--- src/rtl/mc_pkg.sv ---
// mc_pkg: shared definitions for the multi-cycle sequencer.
//   state_t       FETCH/DECODE/EXEC/MEM/WAIT_IO/HALT encoding
//   AC_*          arithmetic-unit function select codes
//   OP_*          bit positions of the one-hot opcode vector
//   ctrl_t        bundle of Moore-decoded datapath controls
//   op_count()    number of opcode lines that are high
//   ctrl_for()    Moore control word for a given state and opcode
package mc_pkg;

   typedef enum logic [2:0] {
      ST_FETCH   = 3'd0,
      ST_DECODE  = 3'd1,
      ST_EXEC    = 3'd2,
      ST_MEM     = 3'd3,
      ST_WAIT_IO = 3'd4,
      ST_HALT    = 3'd5
   } state_t;

   localparam logic [3:0] AC_ADD  = 4'b1000;
   localparam logic [3:0] AC_SUB  = 4'b1001;
   localparam logic [3:0] AC_MOVA = 4'b0100;
   localparam logic [3:0] AC_NONE = 4'b0000;

   localparam int OP_W    = 12;
   localparam int OP_MOVA = 0;
   localparam int OP_MOVB = 1;
   localparam int OP_MOVC = 2;
   localparam int OP_MOVD = 3;
   localparam int OP_ADD  = 4;
   localparam int OP_SUB  = 5;
   localparam int OP_JMP  = 6;
   localparam int OP_JG   = 7;
   localparam int OP_IN1  = 8;
   localparam int OP_OUT1 = 9;
   localparam int OP_MOVI = 10;
   localparam int OP_HALT = 11;

   typedef struct packed {
      logic       ld_pc;
      logic       in_pc;
      logic       s1;
      logic       s2;
      logic       ram_we;
      logic       ram_re;
      logic       ld_ir;
      logic       reg_we;
      logic       au_en;
      logic       g_en;
      logic       in_en;
      logic       out_en;
      logic [3:0] ac;
      logic       s0;
      logic       halted;
   } ctrl_t;

   function automatic logic [3:0] op_count(input logic [OP_W-1:0] op);
      logic [3:0] n;
      n = 4'd0;
      for (int i = 0; i < OP_W; i++) begin
         n = n + {3'b000, op[i]};
      end
      return n;
   endfunction

   // Only the state-and-opcode part of the controls; the gf-qualified jump
   // and the handshake-qualified register write are added in the top.
   function automatic ctrl_t ctrl_for(input state_t st, input logic [OP_W-1:0] op);
      ctrl_t c;
      c        = '0;
      c.s0     = 1'b1;
      c.ac     = AC_NONE;
      case (st)
         ST_FETCH: begin
            c.ram_re = 1'b1;
            c.ld_ir  = 1'b1;
            c.in_pc  = 1'b1;
         end
         ST_DECODE: begin
            c.s0 = 1'b1;
         end
         ST_EXEC: begin
            c.reg_we = op[OP_MOVA] | op[OP_ADD] | op[OP_SUB] | op[OP_MOVI] | op[OP_MOVD];
            c.au_en  = op[OP_MOVA] | op[OP_ADD] | op[OP_SUB];
            c.g_en   = op[OP_SUB];
            c.s0     = ~op[OP_MOVD];
            c.ld_pc  = op[OP_JMP];
            if (op[OP_ADD]) begin
               c.ac = AC_ADD;
            end else if (op[OP_SUB]) begin
               c.ac = AC_SUB;
            end else if (op[OP_MOVA]) begin
               c.ac = AC_MOVA;
            end else begin
               c.ac = AC_NONE;
            end
         end
         ST_MEM: begin
            c.s2     = op[OP_MOVB];
            c.ram_we = op[OP_MOVB];
            c.s1     = op[OP_MOVC];
            c.ram_re = op[OP_MOVC];
            c.reg_we = op[OP_MOVC];
         end
         ST_WAIT_IO: begin
            c.in_en  = op[OP_IN1];
            c.out_en = op[OP_OUT1];
            c.au_en  = op[OP_OUT1];
         end
         ST_HALT: begin
            c.halted = 1'b1;
         end
         default: begin
            c.halted = 1'b0;
         end
      endcase
      return c;
   endfunction

endpackage

--- src/rtl/io_wait_timer.sv ---
// io_wait_timer: counts cycles spent waiting on an I/O handshake.
//   clk      system clock
//   rst      synchronous active-high reset
//   clr      return the count to zero (takes priority over en)
//   en       count this cycle
//   expired  high in the LIMIT-th counted cycle, i.e. count == LIMIT-1 while en
module io_wait_timer #(
   parameter int LIMIT = 255
) (
   input  logic clk,
   input  logic rst,
   input  logic clr,
   input  logic en,
   output logic expired
);

   localparam logic [15:0] LAST = 16'(LIMIT - 1);

   logic [15:0] count_r;

   // Wait-cycle counter.
   always_ff @(posedge clk) begin
      if (rst) begin
         count_r <= 16'd0;
      end else if (clr) begin
         count_r <= 16'd0;
      end else if (en) begin
         count_r <= count_r + 16'd1;
      end
   end

   assign expired = (count_r == LAST) & en;

endmodule

--- src/rtl/multicycle_controller.sv ---
// multicycle_controller: FETCH/DECODE/EXECUTE sequencer for the model machine.
//   clk, rst                     clock, synchronous active-high reset
//   mova..halt                   one-hot opcode lines, valid from DECODE on
//   gf                           G flag, qualifies jg in EXEC
//   in_rdy, out_ack              I/O device handshakes
//   run                          leaves HALT
//   ld_pc..out_en, ac, s0        datapath controls
//   halted, ill_op, io_err       status (ill_op/io_err sticky until rst)
//   instr_cnt                    retired-instruction count, wraps
module multicycle_controller
   import mc_pkg::*;
#(
   parameter int IO_TIMEOUT = 255,
   parameter int CNT_W      = 16
) (
   input  logic             clk,
   input  logic             rst,
   input  logic             mova,
   input  logic             movb,
   input  logic             movc,
   input  logic             movd,
   input  logic             add,
   input  logic             sub,
   input  logic             jmp,
   input  logic             jg,
   input  logic             in1,
   input  logic             out1,
   input  logic             movi,
   input  logic             halt,
   input  logic             gf,
   input  logic             in_rdy,
   input  logic             out_ack,
   input  logic             run,
   output logic             ld_pc,
   output logic             in_pc,
   output logic             s1,
   output logic             s2,
   output logic             ram_we,
   output logic             ram_re,
   output logic             ld_ir,
   output logic             reg_we,
   output logic             au_en,
   output logic             g_en,
   output logic             in_en,
   output logic             out_en,
   output logic [3:0]       ac,
   output logic             s0,
   output logic             halted,
   output logic             ill_op,
   output logic             io_err,
   output logic [CNT_W-1:0] instr_cnt
);

   localparam logic [CNT_W-1:0] CNT_ONE = {{(CNT_W-1){1'b0}}, 1'b1};

   state_t           state_r;
   logic [OP_W-1:0]  op_q_r;
   ctrl_t            ctrl_r;
   logic [CNT_W-1:0] cnt_r;
   logic             ill_op_r;
   logic             io_err_r;

   logic [OP_W-1:0]  op_s;
   logic [3:0]       op_pop_s;
   logic             in_wait_s;
   logic             expired_s;
   logic             handshake_s;
   logic             in_done_s;
   logic             gf_jump_s;

   assign op_s = {halt, movi, out1, in1, jg, jmp, sub, add, movd, movc, movb, mova};
   assign op_pop_s = op_count(op_s);

   assign in_wait_s   = (state_r == ST_WAIT_IO);
   assign in_done_s   = in_wait_s & op_q_r[OP_IN1] & in_rdy;
   assign handshake_s = in_done_s | (in_wait_s & op_q_r[OP_OUT1] & out_ack);
   assign gf_jump_s   = (state_r == ST_EXEC) & op_q_r[OP_JG] & gf;

   // The timer restarts whenever the sequencer is outside WAIT_IO, so it is
   // always zero on the first wait cycle.
   io_wait_timer #(
      .LIMIT (IO_TIMEOUT)
   ) u_timer (
      .clk     (clk),
      .rst     (rst),
      .clr     (~in_wait_s),
      .en      (in_wait_s),
      .expired (expired_s)
   );

   // Sequencer: state, latched opcode, next-state controls, sticky flags, retire count.
   always_ff @(posedge clk) begin
      if (rst) begin
         state_r  <= ST_FETCH;
         op_q_r   <= '0;
         ctrl_r   <= ctrl_for(ST_FETCH, '0);
         cnt_r    <= '0;
         ill_op_r <= 1'b0;
         io_err_r <= 1'b0;
      end else begin
         case (state_r)
            ST_FETCH: begin
               state_r <= ST_DECODE;
               ctrl_r  <= ctrl_for(ST_DECODE, op_q_r);
            end
            ST_DECODE: begin
               // Controls for the next state are taken from op_s because
               // op_q_r only holds the new opcode after this edge.
               op_q_r <= op_s;
               if (op_pop_s > 4'd1) begin
                  ill_op_r <= 1'b1;
                  state_r  <= ST_FETCH;
                  ctrl_r   <= ctrl_for(ST_FETCH, op_s);
               end else if (op_pop_s == 4'd0) begin
                  state_r <= ST_FETCH;
                  ctrl_r  <= ctrl_for(ST_FETCH, op_s);
               end else if (op_s[OP_HALT]) begin
                  state_r <= ST_HALT;
                  ctrl_r  <= ctrl_for(ST_HALT, op_s);
               end else if (op_s[OP_MOVB] | op_s[OP_MOVC]) begin
                  state_r <= ST_MEM;
                  ctrl_r  <= ctrl_for(ST_MEM, op_s);
               end else if (op_s[OP_IN1] | op_s[OP_OUT1]) begin
                  state_r <= ST_WAIT_IO;
                  ctrl_r  <= ctrl_for(ST_WAIT_IO, op_s);
               end else begin
                  state_r <= ST_EXEC;
                  ctrl_r  <= ctrl_for(ST_EXEC, op_s);
               end
            end
            ST_EXEC, ST_MEM: begin
               state_r <= ST_FETCH;
               ctrl_r  <= ctrl_for(ST_FETCH, op_q_r);
               cnt_r   <= cnt_r + CNT_ONE;
            end
            ST_WAIT_IO: begin
               // A handshake in the expiry cycle still completes normally.
               if (handshake_s) begin
                  state_r <= ST_FETCH;
                  ctrl_r  <= ctrl_for(ST_FETCH, op_q_r);
                  cnt_r   <= cnt_r + CNT_ONE;
               end else if (expired_s) begin
                  io_err_r <= 1'b1;
                  state_r  <= ST_FETCH;
                  ctrl_r   <= ctrl_for(ST_FETCH, op_q_r);
               end else begin
                  state_r <= ST_WAIT_IO;
                  ctrl_r  <= ctrl_for(ST_WAIT_IO, op_q_r);
               end
            end
            ST_HALT: begin
               if (run) begin
                  state_r <= ST_FETCH;
                  ctrl_r  <= ctrl_for(ST_FETCH, op_q_r);
               end else begin
                  state_r <= ST_HALT;
                  ctrl_r  <= ctrl_for(ST_HALT, op_q_r);
               end
            end
            default: begin
               state_r <= ST_FETCH;
               ctrl_r  <= ctrl_for(ST_FETCH, op_q_r);
            end
         endcase
      end
   end

   // Output pins: registered controls plus the two qualified terms, held idle while rst is high.
   always_comb begin
      ld_pc     = 1'b0;
      in_pc     = 1'b0;
      s1        = 1'b0;
      s2        = 1'b0;
      ram_we    = 1'b0;
      ram_re    = 1'b0;
      ld_ir     = 1'b0;
      reg_we    = 1'b0;
      au_en     = 1'b0;
      g_en      = 1'b0;
      in_en     = 1'b0;
      out_en    = 1'b0;
      ac        = AC_NONE;
      s0        = 1'b1;
      halted    = 1'b0;
      ill_op    = 1'b0;
      io_err    = 1'b0;
      instr_cnt = '0;
      if (rst) begin
         s0 = 1'b1;
      end else begin
         ld_pc     = ctrl_r.ld_pc | gf_jump_s;
         in_pc     = ctrl_r.in_pc;
         s1        = ctrl_r.s1;
         s2        = ctrl_r.s2;
         ram_we    = ctrl_r.ram_we;
         ram_re    = ctrl_r.ram_re;
         ld_ir     = ctrl_r.ld_ir;
         reg_we    = ctrl_r.reg_we | in_done_s;
         au_en     = ctrl_r.au_en;
         g_en      = ctrl_r.g_en;
         in_en     = ctrl_r.in_en;
         out_en    = ctrl_r.out_en;
         ac        = ctrl_r.ac;
         s0        = ctrl_r.s0;
         halted    = ctrl_r.halted;
         ill_op    = ill_op_r;
         io_err    = io_err_r;
         instr_cnt = cnt_r;
      end
   end

endmodule

--- config.mk ---
export PLATFORM = sky130hd
export DESIGN_NAME = multicycle_controller
export DESIGN_NICKNAME = d
export VERILOG_FILES = /design/src/rtl/mc_pkg.sv /design/src/rtl/io_wait_timer.sv /design/src/rtl/multicycle_controller.sv
export SDC_FILE = /design/constraint.sdc
export NUM_CORES = 1
export LEC_CHECK = 0
export CAP_MARGIN = 20
export CORE_UTILIZATION = 35
export DETAILED_ROUTE_END_ITERATION = 12
export GPL_ROUTABILITY_DRIVEN = 0
export PLACE_DENSITY_LB_ADDON = 0.2
export SYNTH_ARGS = -nofsm -noshare
export SYNTH_HDL_FRONTEND = slang
export SYNTH_HIERARCHICAL = 1
export SYNTH_SLANG_ARGS = --single-unit
--- constraint.sdc ---
create_clock -name clk -period 6.3 [get_ports clk]
set_input_delay 0.945 -clock clk [delete_from_list [all_inputs] [get_ports clk]]
set_output_delay 0.945 -clock clk [all_outputs]
set_load 0.01 [all_outputs]
==> metrics.txt <==
Worst Setup End Kind register; category of the worst setup path launch point input port; flip-flop and latch area 1101 sq um; Min Hold Slack 471.8 ps; Worst Path Class, Setup input port to register; placed cell count 478; per-instance average area after synthesis 8.781 sq um; routed len/inst 12.96 um; length of the first detailed-routing pass in iterations 4; Area Overhead vs Synth 20.99%; pin count of the biggest net entering global routing 61; via count of the first global-routing pass 2,157; fraction of synthesized cell area taken by the top area cell type 37.10%; CP cell instances clkdlybuf4s50_1 > fa_1 > fa_1 > inv_1 > fa_1 > fa_1 > inv_1 > ha_1 > inv_1 > fa_1 > a211oi_1 > o2111ai_1 > or2_2 > o31ai_1; diodes inserted 0; dominant synthesized flop cell sky130_fd_sc_hd__dfxtp_1; Final #Nets 412; detailed-route wire length 6.273 mm; # resized after CTS 0; Filler Cells Inserted 822; status finished, final reports clean; number of clock sinks 55; fraction of final layout cells sized beyond drive strength 1 7.916%; top cell type by total area after synthesis sky130_fd_sc_hd__dfxtp_1; pins over their slew limit 0; Final HPWL DP 4.729 mm; clock insertion delay at the later pin of the skew report 300 ps; data arrival time at the worst-slack endpoint 5410 ps; maximum clock frequency 192.5 MHz; count of input and output buffers 52; Min Clock Period, post-route 5194 ps; area taken by multi-input logic gates 1679 sq um; area enclosed by the die boundary 8852 sq um; Hold Crit Class register to register; commonest cells in the netlist sky130_fd_sc_hd__dfxtp_1, sky130_fd_sc_hd__nor2_1, sky130_fd_sc_hd__nor2b_1; Most Frequent Cell on Critical Path sky130_fd_sc_hd__fa_1; number of synthesized flops with an enable pin 0; DRC violations left 0; postcts setup bufs 0; number of buffers between clock root and the deepest sink 2; die width 94.09 um; initial antenna violation count 0; grt ovf 0; relative slew slack 55.67%; hold-fix buffer count after cts 0; Via Count 2,441; initial standard-cell utilization of the core 36.12%; final cycle utilization of the critical path 82.44%; top-level I/O count 54; Total Negative Setup Slacks 0 ps; dominant delay contributor by cell family on the critical path adder cells; library cells used by synthesis 54; worst path bufs/invs 4; cell with the most instances after synthesis sky130_fd_sc_hd__dfxtp_1; final design area excluding fillers 3591 sq um; setup clock skew after layout 9.466 ps; area post-placement 3518 sq um; power consumption 0.7233 mW; final antenna-violating net count 0; number of standard cells in the final layout excluding fillers 484; post-synthesis instance area 2968 sq um; H-tree levels 2; placeable core area 8217 sq um; total power divided by cell area 201.4 nW/um^2; CTS tree yes; all-layer global routing usage 14.93%; required time reported for the critical path endpoint 6510 ps; root buffer selected by CTS sky130_fd_sc_hd__clkbuf_8; met2 Usage GRT 23.30%; clock buffers created by TritonCTS 5; warning count from the yosys run 6; leakage power 1.321 nW; clock transition at the registers of the reported paths 90 ps; post-route worst setup slack 1106 ps; row count 33; proportion of register bits with asynchronous set or reset after synthesis 0%; CP max FO 10; crit-path max cell delay 540 ps; final number of setup-violating endpoints 0; total count of hold-check failures in the final report 0; worst voltage drop across the vdd grid 0.07868 mV; number of instances in the synthesized netlist 338; RSZ-0062 raised after global routing no; Max-cap violations 0; Net Count, Synth 370; global-route wire length before repair 10.39 mm; global-route met3 utilization 3.236%; Synth area leaders sky130_fd_sc_hd__dfxtp_1, sky130_fd_sc_hd__nor2b_1, sky130_fd_sc_hd__fa_1; post-synthesis register bit count 55; ratio of routed vias to standard cells 5.043; first-iteration detailed-routing DRC count 107; routing usage on met1 20.16%; sequential-to-total area share from yosys stat 37.10%; final design utilization 43.70%; peak-usage layer in the global routing report met2; critical-path cell with the highest stage delay sky130_fd_sc_hd__clkdlybuf4s50_1; slew at the pin closest to its max-slew limit 663.5 ps; Die Ht 94.09 um; pre-CTS setup slack 794.0 ps
[sequential cells by signal, indices dropped and copies added, names as in the netlist]
name	flops
op_q_r	3
cnt_r	16
state_r	3
ctrl_r	15
ill_op_r	1
u_timer/count_r	16
io_err_r	1
[layout make-up]
cell class                 count  share of cell area, %
clock buffer                   6                  2.021
multi-input combinational    243                  46.76
inverter                      22                  2.334
sequential                    55                  30.66
timing repair buffer          53                  14.56
tap                          105                  3.659
[where the power goes]
group | switching, mW | internal (mW)
registers | 0.00917 | 0.361
logic | 0.0956 | 0.0775
clock network | 0.106 | 0.0745
total | 0.211 | 0.513
[path summary, 6_finish.rpt]
| check | slack [ps] | cells past startpoint | startpoint | end |
|---|---|---|---|---|
| setup / recovery | 1110 | 14 | movb | ctrl_r[6] |
| hold / removal | 470 | 2 | io_err_r | io_err_r |
| setup reg to reg | 4170 | 6 | state_r[2] | u_timer/count_r[11] |
| hold reg to reg | 470 | 2 | io_err_r | io_err_r |
[kinds of logic after synthesis]
logic type | count (synthesis) | synth area share [%]
muxes | 10 | 3.626
DFF | 55 | 37.10
other | 1 | 0.1264
AOI/OAI and AO/OA | 49 | 11.43
xor gates and xnor gates | 11 | 3.246
buffers and inverters | 40 | 6.323
adders and majority gates | 14 | 7.673
and+or+nand+nor | 158 | 30.48
[routing by layer]
metal	vias to the layer above	wire, um
met4	0	117
met1	1125	3059
met3	11	233
met2	56	2862
li1	1249	-
met5	-	0
[tightest hold or removal path: cells and delay by family (launching register included)]
family / cells / cell delay, ps
AO/OA/AOI/OAI: 1 / 40
flip-flops: 1 / 330
AND/OR/NAND/NOR: 1 / 70
[cell usage in the layout, fill, tap and decap left out, types with 2 or more instances in the layout]
master	synthesis	final
sky130_fd_sc_hd__o21ai_0	6	6
sky130_fd_sc_hd__dfxtp_1	55	55
sky130_fd_sc_hd__xnor2_1	2	2
sky130_fd_sc_hd__or2_2	7	7
sky130_fd_sc_hd__o31ai_1	8	8
sky130_fd_sc_hd__nand3_1	9	9
sky130_fd_sc_hd__fa_1	7	7
sky130_fd_sc_hd__or4_1	7	7
sky130_fd_sc_hd__inv_1	21	21
sky130_fd_sc_hd__o211ai_1	3	3
sky130_fd_sc_hd__clkdlybuf4s50_1	0	51
sky130_fd_sc_hd__mux2_2	6	6
sky130_fd_sc_hd__or3_1	8	8
sky130_fd_sc_hd__xor2_1	9	9
sky130_fd_sc_hd__and3_1	4	4
sky130_fd_sc_hd__nand2b_1	2	2
sky130_fd_sc_hd__and2_1	2	2
sky130_fd_sc_hd__nor3_1	10	10
sky130_fd_sc_hd__a21oi_1	17	17
sky130_fd_sc_hd__and4_1	5	5
sky130_fd_sc_hd__nand2_1	19	19
sky130_fd_sc_hd__nor3b_1	3	3
sky130_fd_sc_hd__mux2i_1	4	4
sky130_fd_sc_hd__a211oi_1	4	4
sky130_fd_sc_hd__nand4_1	7	7
sky130_fd_sc_hd__nor2b_1	30	30
sky130_fd_sc_hd__clkbuf_8	0	5
sky130_fd_sc_hd__nor4b_1	2	2
sky130_fd_sc_hd__ha_1	7	7
sky130_fd_sc_hd__nor2_1	35	35
Power figures use the tool's default switching activity.
